===== config.mk =====
export PLATFORM = sky130hd
export DESIGN_NAME = instruction_fetch
export DESIGN_NICKNAME = d
export VERILOG_FILES = /design/src/rtl/instruction_fetch.sv
export SDC_FILE = /design/constraint.sdc
export NUM_CORES = 1
export LEC_CHECK = 0
export BUFFER_PORTS_ARGS = -buffer_cell sky130_fd_sc_hd__buf_4
export CAP_MARGIN = 10
export CORE_MARGIN = 2
export CORE_UTILIZATION = 43
export CTS_BUF_LIST = sky130_fd_sc_hd__clkbuf_16
export CTS_CLUSTER_DIAMETER = 40
export DETAILED_ROUTE_END_ITERATION = 16
export GPL_TIMING_DRIVEN = 0
export PLACE_DENSITY = 0.78
export SKIP_CTS_REPAIR_TIMING = 1
export SLEW_MARGIN = 20
export SYNTH_ARGS = -nofsm -noshare
export SYNTH_HDL_FRONTEND = slang
export SYNTH_SLANG_ARGS = --single-unit

===== constraint.sdc =====
create_clock -name i_clk -period 3.35 [get_ports i_clk]
set_clock_uncertainty 0.2 [all_clocks]
set_input_delay 0.1675 -clock i_clk [delete_from_list [all_inputs] [get_ports i_clk]]
set_output_delay 0.1675 -clock i_clk [all_outputs]
set_load 0.01 [all_outputs]

===== src/rtl/instruction_fetch.sv =====
// Fetch stage: issues one bus read per start pulse and hands the word to decode over valid/ready.
// Optional misaligned-PC rejection is enabled by defining IF_MISALIGN_CHECK_EN.
module instruction_fetch #(
    parameter int BUS_TIMEOUT = 255
) (
    input  logic        i_clk,
    input  logic        i_rst,
    input  logic [31:0] i_PC,
    input  logic        i_fetch_start,
    input  logic        i_flush,
    output logic [31:0] o_bus_addr,
    output logic        o_bus_read_DV,
    input  logic [31:0] i_bus_data,
    input  logic        i_bus_DV,
    output logic [31:0] o_instr,
    output logic [31:0] o_instr_PC,
    output logic        o_instr_DV,
    input  logic        i_instr_ready,
    output logic        o_busy,
    output logic        o_bus_error,
    output logic        o_misaligned
);

    localparam logic [31:0] NOP        = 32'h0000_0013;
    localparam logic [7:0]  TIMEOUT_LIM = BUS_TIMEOUT[7:0];
    localparam bit          TIMEOUT_EN  = (BUS_TIMEOUT != 0);

    typedef enum logic [2:0] {
        S_IDLE,
        S_REQ,
        S_WAIT,
        S_VALID,
        S_DRAIN
    } state_t;

    state_t      r_state;
    logic [7:0]  r_cnt;
    logic [31:0] r_bus_addr;
    logic        r_bus_read_dv;
    logic [31:0] r_instr;
    logic [31:0] r_instr_pc;
    logic        r_instr_dv;
    logic        r_busy;
    logic        r_bus_error;
    logic        r_misaligned;

    logic [7:0]  w_cnt_next;
    logic        w_timeout_hit;
    logic        w_timeout_arm;
    logic        w_pc_misaligned;

    // The error pulse is raised as the counter reaches the limit; the exit to IDLE follows a cycle later.
    assign w_cnt_next    = r_cnt + 8'd1;
    assign w_timeout_hit = TIMEOUT_EN && (r_cnt == TIMEOUT_LIM);
    assign w_timeout_arm = TIMEOUT_EN && (w_cnt_next == TIMEOUT_LIM);

`ifdef IF_MISALIGN_CHECK_EN
    assign w_pc_misaligned = (i_PC[1:0] != 2'b00);
`else
    assign w_pc_misaligned = 1'b0;
`endif

    always_ff @(posedge i_clk or posedge i_rst) begin
        if (i_rst) begin
            r_state       <= S_IDLE;
            r_cnt         <= 8'd0;
            r_bus_addr    <= 32'd0;
            r_bus_read_dv <= 1'b0;
            r_instr       <= NOP;
            r_instr_pc    <= 32'd0;
            r_instr_dv    <= 1'b0;
            r_busy        <= 1'b0;
            r_bus_error   <= 1'b0;
            r_misaligned  <= 1'b0;
        end else begin
            // NOTE: non-blocking assignments keep every register updating from pre-edge values.
            r_bus_read_dv <= 1'b0;
            r_bus_error   <= 1'b0;
            r_misaligned  <= 1'b0;

            case (r_state)
                S_IDLE: begin
                    if (i_fetch_start) begin
                        if (w_pc_misaligned) begin
                            r_misaligned <= 1'b1;
                        end else begin
                            r_bus_addr    <= i_PC;
                            r_instr_pc    <= i_PC;
                            r_bus_read_dv <= 1'b1;
                            r_busy        <= 1'b1;
                            r_state       <= S_REQ;
                        end
                    end
                end

                S_REQ: begin
                    r_cnt   <= 8'd0;
                    r_state <= i_flush ? S_DRAIN : S_WAIT;
                end

                S_WAIT: begin
                    if (w_timeout_hit) begin
                        r_busy  <= 1'b0;
                        r_state <= S_IDLE;
                    end else if (i_bus_DV) begin
                        if (i_flush) begin
                            r_busy  <= 1'b0;
                            r_state <= S_IDLE;
                        end else begin
                            r_instr    <= i_bus_data;
                            r_instr_dv <= 1'b1;
                            r_state    <= S_VALID;
                        end
                    end else begin
                        r_cnt       <= w_cnt_next;
                        r_bus_error <= w_timeout_arm;
                        if (i_flush) begin
                            r_state <= S_DRAIN;
                        end
                    end
                end

                S_VALID: begin
                    if (i_instr_ready || i_flush) begin
                        r_instr_dv <= 1'b0;
                        r_busy     <= 1'b0;
                        r_state    <= S_IDLE;
                    end
                end

                S_DRAIN: begin
                    if (w_timeout_hit || i_bus_DV) begin
                        r_busy  <= 1'b0;
                        r_state <= S_IDLE;
                    end else begin
                        r_cnt       <= w_cnt_next;
                        r_bus_error <= w_timeout_arm;
                    end
                end

                default: begin
                    r_instr_dv <= 1'b0;
                    r_busy     <= 1'b0;
                    r_state    <= S_IDLE;
                end
            endcase
        end
    end

    assign o_bus_addr    = r_bus_addr;
    assign o_bus_read_DV = r_bus_read_dv;
    assign o_instr       = r_instr;
    assign o_instr_PC    = r_instr_pc;
    assign o_instr_DV    = r_instr_dv;
    assign o_busy        = r_busy;
    assign o_bus_error   = r_bus_error;
    assign o_misaligned  = r_misaligned;

endmodule


## Word level (Yosys, flattened, before mapping)

Index checks and enable logic that the tools add are counted.

| word-level totals | value |
|---|---|
| register bits | 79 |
| bits in latches | 0 |
| RAM bits | 0 |
| bits in read-only memories | 0 |
| bits of input ports | 70 |
| output and inout port bits | 101 |
| memories kept | 0 |

| cells by class | value |
|---|---|
| add/sub/neg operators | 1 |
| multipliers | 0 |
| divide/modulo/power cells | 0 |
| magnitude comparators | 0 |
| equal/unequal tests | 17 |
| shifts and indexed selects | 0 |
| multiplexer cells | 30 |
| bitwise logic cells | 4 |
| reduce and logical (&&, ||, !) cells | 11 |

Operators by type and width:

| kind | number |
|---|---|
| $mux 8 | 3 |
| $pmux 8 s3 | 1 |
| $mux 3 | 7 |
| $eq 8x8->1 const B | 2 |
| $ne 2x2->1 const B | 8 |
| $pmux 3 s5 | 1 |
| $mux 1 | 14 |
| $reduce_and 4->1 | 3 |
| $add 8x1->8 const B | 1 |
| $eq 3x2->1 const B | 2 |
| $ne 3x3->1 const B | 2 |
| $reduce_and 6->1 | 1 |
| $pmux 1 s5 | 1 |
| $reduce_and 5->1 | 1 |
| $ne 4x4->1 const B | 1 |
| $not 1->1 | 4 |
| $eq 3x1->1 const B | 1 |
| $eq 3x3->1 const B | 1 |
| $logic_not 3->1 | 1 |
| $pmux 1 s3 | 1 |
| $reduce_bool 3->1 | 1 |
| $reduce_or 3->1 | 1 |
| $logic_or 1x1->1 | 2 |
| $mux 2 | 1 |
| 2 further kinds | 2 |

## Logic depth before layout (Yosys ltp)

| logic depth | value |
|---|---|
| word-level depth | 5 |
| gate-level depth with buffers | 8 |

## Worst setup path after synthesis

OpenSTA, ideal clock, no wires.

| timing | value |
|---|---|
| path type | register to register |
| start | register r_cnt[0] |
| end | register r_instr[10] (netlist: o_instr[10]) |
| setup time | 0.125 ns |
| data arrival time | 2.101 ns |
| required time | 3.025 ns |
| path slack | 0.924 ns |
| stages on the path, launching flop included | 9 |
| path buffers | 3 |
| cells stage by stage | dfrtp_1 -> ha_1 -> and4_4 -> and4_4 -> buf_6 -> or3_4 -> buf_6 -> buf_12 -> mux2_4 |

| on the way | value |
|---|---|
| cells in the longest elaborated chain, start to end | 3 |

RTL lines:

| element | line | RTL |
|---|---|---|
| from (decl) | 37 | `logic [7:0] r_cnt;` |
| from (signal assigned) | 115 | `r_cnt <= w_cnt_next;` |
| from (signal assigned) | 136 | `r_cnt <= w_cnt_next;` |
| $eq 8x8->1 | 54 | `assign w_timeout_hit = TIMEOUT_EN && (r_cnt == TIMEOUT_LIM);` |
| $not 1->1 (no source line) | n/a |  |
| $reduce_and 4->1 (no source line) | n/a |  |
| to (signal assigned) | 110 | `r_instr <= i_bus_data;` |
| to (decl) | 40 | `logic [31:0] r_instr;` |

No other way between the ends.
A chain may end at the register's enable or synchronous reset.

## Final worst setup path

| timing | value |
|---|---|
| start | register r_cnt[0] |
| end | register r_instr[5] (netlist: o_instr[5]) |

Same word-level chain as after synthesis.

==> flow_summary.yaml <==
yosys:
  syn_nets: 343
  ffs_w_async_s_r_synth: 1.000
  ys_warn_count: 0
  synth_seq_area_share: 0.5361
  yosysTopAreaCell: "dfrtp_1"
  synthDistinctLibCells: 43
  ys_ff_latch: 79
  synth_area_leaders: "dfrtp_1 51%, mux2_4 12%, mux2_2 11%, buf_4 6.7%, dfstp_2 2.1%"
  cell_area_after_synthesis_um2: 3695
  synth_edf_count: 0
  post-synth-top-area-fraction: 0.5147
  dominantRegCellSynth: "dfrtp_1"
  synth_cells: 271
  syn_area_per_cell_um2: 13.63
floorplanning:
  initial_core_util: 0.4474
  number_of_top_level_pins: 171
  floorplan.die_area_um2: 9350
  fp.dieW_um: 96.70
  floorplan.rows: 33
  die_h_um: 96.70
  core_area_um2: 8258
place:
  detailed_place.area_um2: 5110
  numPortBuffers: 168
  gp_routability_congestion: 0.8013
  detailedPlace.worstSlack_ns: 0.8081
  dp_hpwl_um: 6347
  dp.cells: 545
worst_setup_path:
  slowest_stage: "dfrtp_1"
  r2r_start: "r_cnt[0]"
  critical_path_class: "flop to flop"
  setup.reg_to_reg.worst_slack_ns: 0.80
  critical_path_required_ns: 3.36
  slowest_delay_ns: 0.43
  kind_of_start_point_of_the_critical_path: "flop"
  worstPathMaxFanout: 10
  data_arrival_time_of_the_critical_path_ns: 2.55
  endpoint_kind: "flop"
  cp_cell_sequence: "ha_1 -> and4_4 -> and4_4 -> buf_6 -> or3_4 -> buf_6 -> buf_12 -> mux2_4"
  timing.rr.end: "o_instr[5]"
  critical_path_buf_inv_count: 3
  worstRegToRegCells: 8
  critical_path.top_delay_family: "simple AND/OR/NAND/NOR gates"
timing:
  post_layout_min_period_ns: 2.546
  setup-tns-final_ns: 0
  drv_slew: 0
  fin_crit_sh: 0.7599
  setup_repair_after_global_routing_missed_its_margin: "no"
  worst_slew_slack_as_a_fraction_of_its_limit: 0.5570
  max_clock_freq_ghz: 0.3928
  final-hold-violation-count: 0
  setup_viol_count_final: 0
  setup_ws_final_ns: 0.8044
  worst_margin_slew_ns: 0.6628
pwr:
  power_per_unit_of_standard_cell_area_nw_per_um2: 896.8
  power_leakage_nw: 3.066
  worst_ir_drop_vdd_mv: 0.4005
final_layout:
  fillers: 518
  final_design_area_no_fill_um2: 6166
  layout.cells.most_common: "buf_4"
  layout.cells.most_common_list: "201 x buf_4, 76 x dfrtp_1, 66 x dlygate4sd3_1, 35 x mux2_2, 29 x mux2_4"
  final_layout_size_suffix_gt1_frac: 0.5766
  final_core_util: 0.7467
  area_growth_syn_to_fin_pct: 66.88
  nNetsFinal: 589
  layout.cells.non_filler: 628
drt:
  final_wirelength_um: 9974
  detail_route.drc_violations: 0
  drtPass1Iterations: 4
  antenna_violating_nets_post_route: 0
  dr_total_vias: 2995
  route.detailed.wl_per_inst_um: 15.88
  detail_route.vias_per_cell: 4.769
  detail_route.iter0.violations: 78
global_routing:
  globalRouteTotalUtil: 0.1790
  via_count_of_the_first_global_routing_pass: 2664
  grt.overflow.total: 0
  grt_pass1_wl_um: 13420
  grt_antenna_before_repair: 1
  grt_max_degree: 46
cts:
  cts_buffer_depth: 2
  htree_num_levels: 3
  number_of_cts_inserted_buffers: 9
  cts_clk_pin_slew_worst_paths_ns: 0.06
  clock_tree.root_cell: "clkbuf_16"
  cts.sinks: 79
  clock_tree_from_tritoncts: "yes"
  clk_latency_ns: 0.32
hold_path:
  hold_endpoint: "r_state[0]"
  min_from: "i_instr_ready"
  hold_crit_depth: 3
  class_of_the_tightest_hold_or_removal_check: "primary input to flop"
outcome:
  status: "finished, final reports clean"
job:
  max_cap_violations: 0
[state kept, by name, indices dropped and copies added, names as in the netlist]
register	cells
r_state	3
o_busy	1
o_bus_error	1
r_cnt	8
o_instr_PC	32
o_instr_DV	1
o_instr	32
o_bus_read_DV	1
[through the flow]
| stage | hold slack [ns] | total power [mW] |
|---|---|---|
| after floorplan | 0.07965 | 2.986 |
| after global placement | 0.1996 | 4.100 |
| after detailed placement | 0.02816 | 4.174 |
| after CTS | -0.3228 | 5.459 |
| after global routing | 0.01858 | 5.816 |
| final | 0.01833 | 5.530 |
[cell families after synthesis]
logic type,share of synthesized area
flip-flops,0.5361
AO/OA/AOI/OAI,0.05385
multiplexers,0.2272
XOR/XNOR,0.01185
adder cells (fa/ha/maj),0.006772
buffers and inverters,0.1033
AND/OR/NAND/NOR,0.05994
other,0.001015
[cells in the mapped netlist, drive strengths merged (2+ instances only)]
library cell,count
a21oi,5
buf,43
dfstp,3
xor2,4
ha,2
nor3,3
o21ai,11
clkbuf,4
nor4,2
nor2,7
mux2,64
o41ai,2
nand3,8
inv,3
o31ai,2
nand2,8
and4,2
dfrtp,76
o21a,2
[area by class of cell]
cell class              instances  area [um2]  share of cell area
repair buffers                235        1942              0.3149
well taps                     105       131.4             0.02131
diodes                          1       2.502           0.0004058
clock inverters                 7       167.7             0.02719
multi-input cells             142        1333              0.2161
inverters                       3       13.76            0.002232
plain buffers                  47       370.4             0.06006
flip-flops and latches         79        1981              0.3212
clock buffers                   9       225.2             0.03653
[metal layers]
layer | share of wire | up-vias | global-route usage
met5 | 0 | - | 0
met4 | 0.015 | 0 | 0.04225
met3 | 0.047 | 12 | 0.04986
met2 | 0.55 | 103 | 0.3184
met1 | 0.39 | 1463 | 0.2155
li1 | - | 1417 | -
[how the worst max path moves through the flow]
stage               startpoint           to  slack [ns]  cells after the start
finish                r_cnt[0]   o_instr[5]        0.80                      8
detailed placement    r_cnt[0]  o_instr[11]        0.81                      8
CTS                   r_cnt[0]  o_instr[11]        0.79                      8
global route          r_cnt[0]   o_instr[5]        0.73                      8
floorplan             r_cnt[0]  o_instr[10]        0.92                      8
global placement         i_rst   o_instr[7]        0.02                      2
[where the power goes]
group          internal, mW  leakage (nW)  switching (mW)  total (mW)
Sequential             1.39         0.967           0.315        1.71
Clock                 0.883         0.190           0.384        1.27
Combinational          1.58          1.91           0.983        2.56
Total                  3.85          3.07            1.68        5.53
[tightest hold or removal path, delay by kind of cell]
| kind | cells | cell delay [ns] |
|---|---|---|
| AO/OA/AOI/OAI | 1 | 0.18 |
| buffers and inverters | 1 | 0.10 |
| AND/OR/NAND/NOR | 1 | 0.05 |
Power figures use the tool's default switching activity.
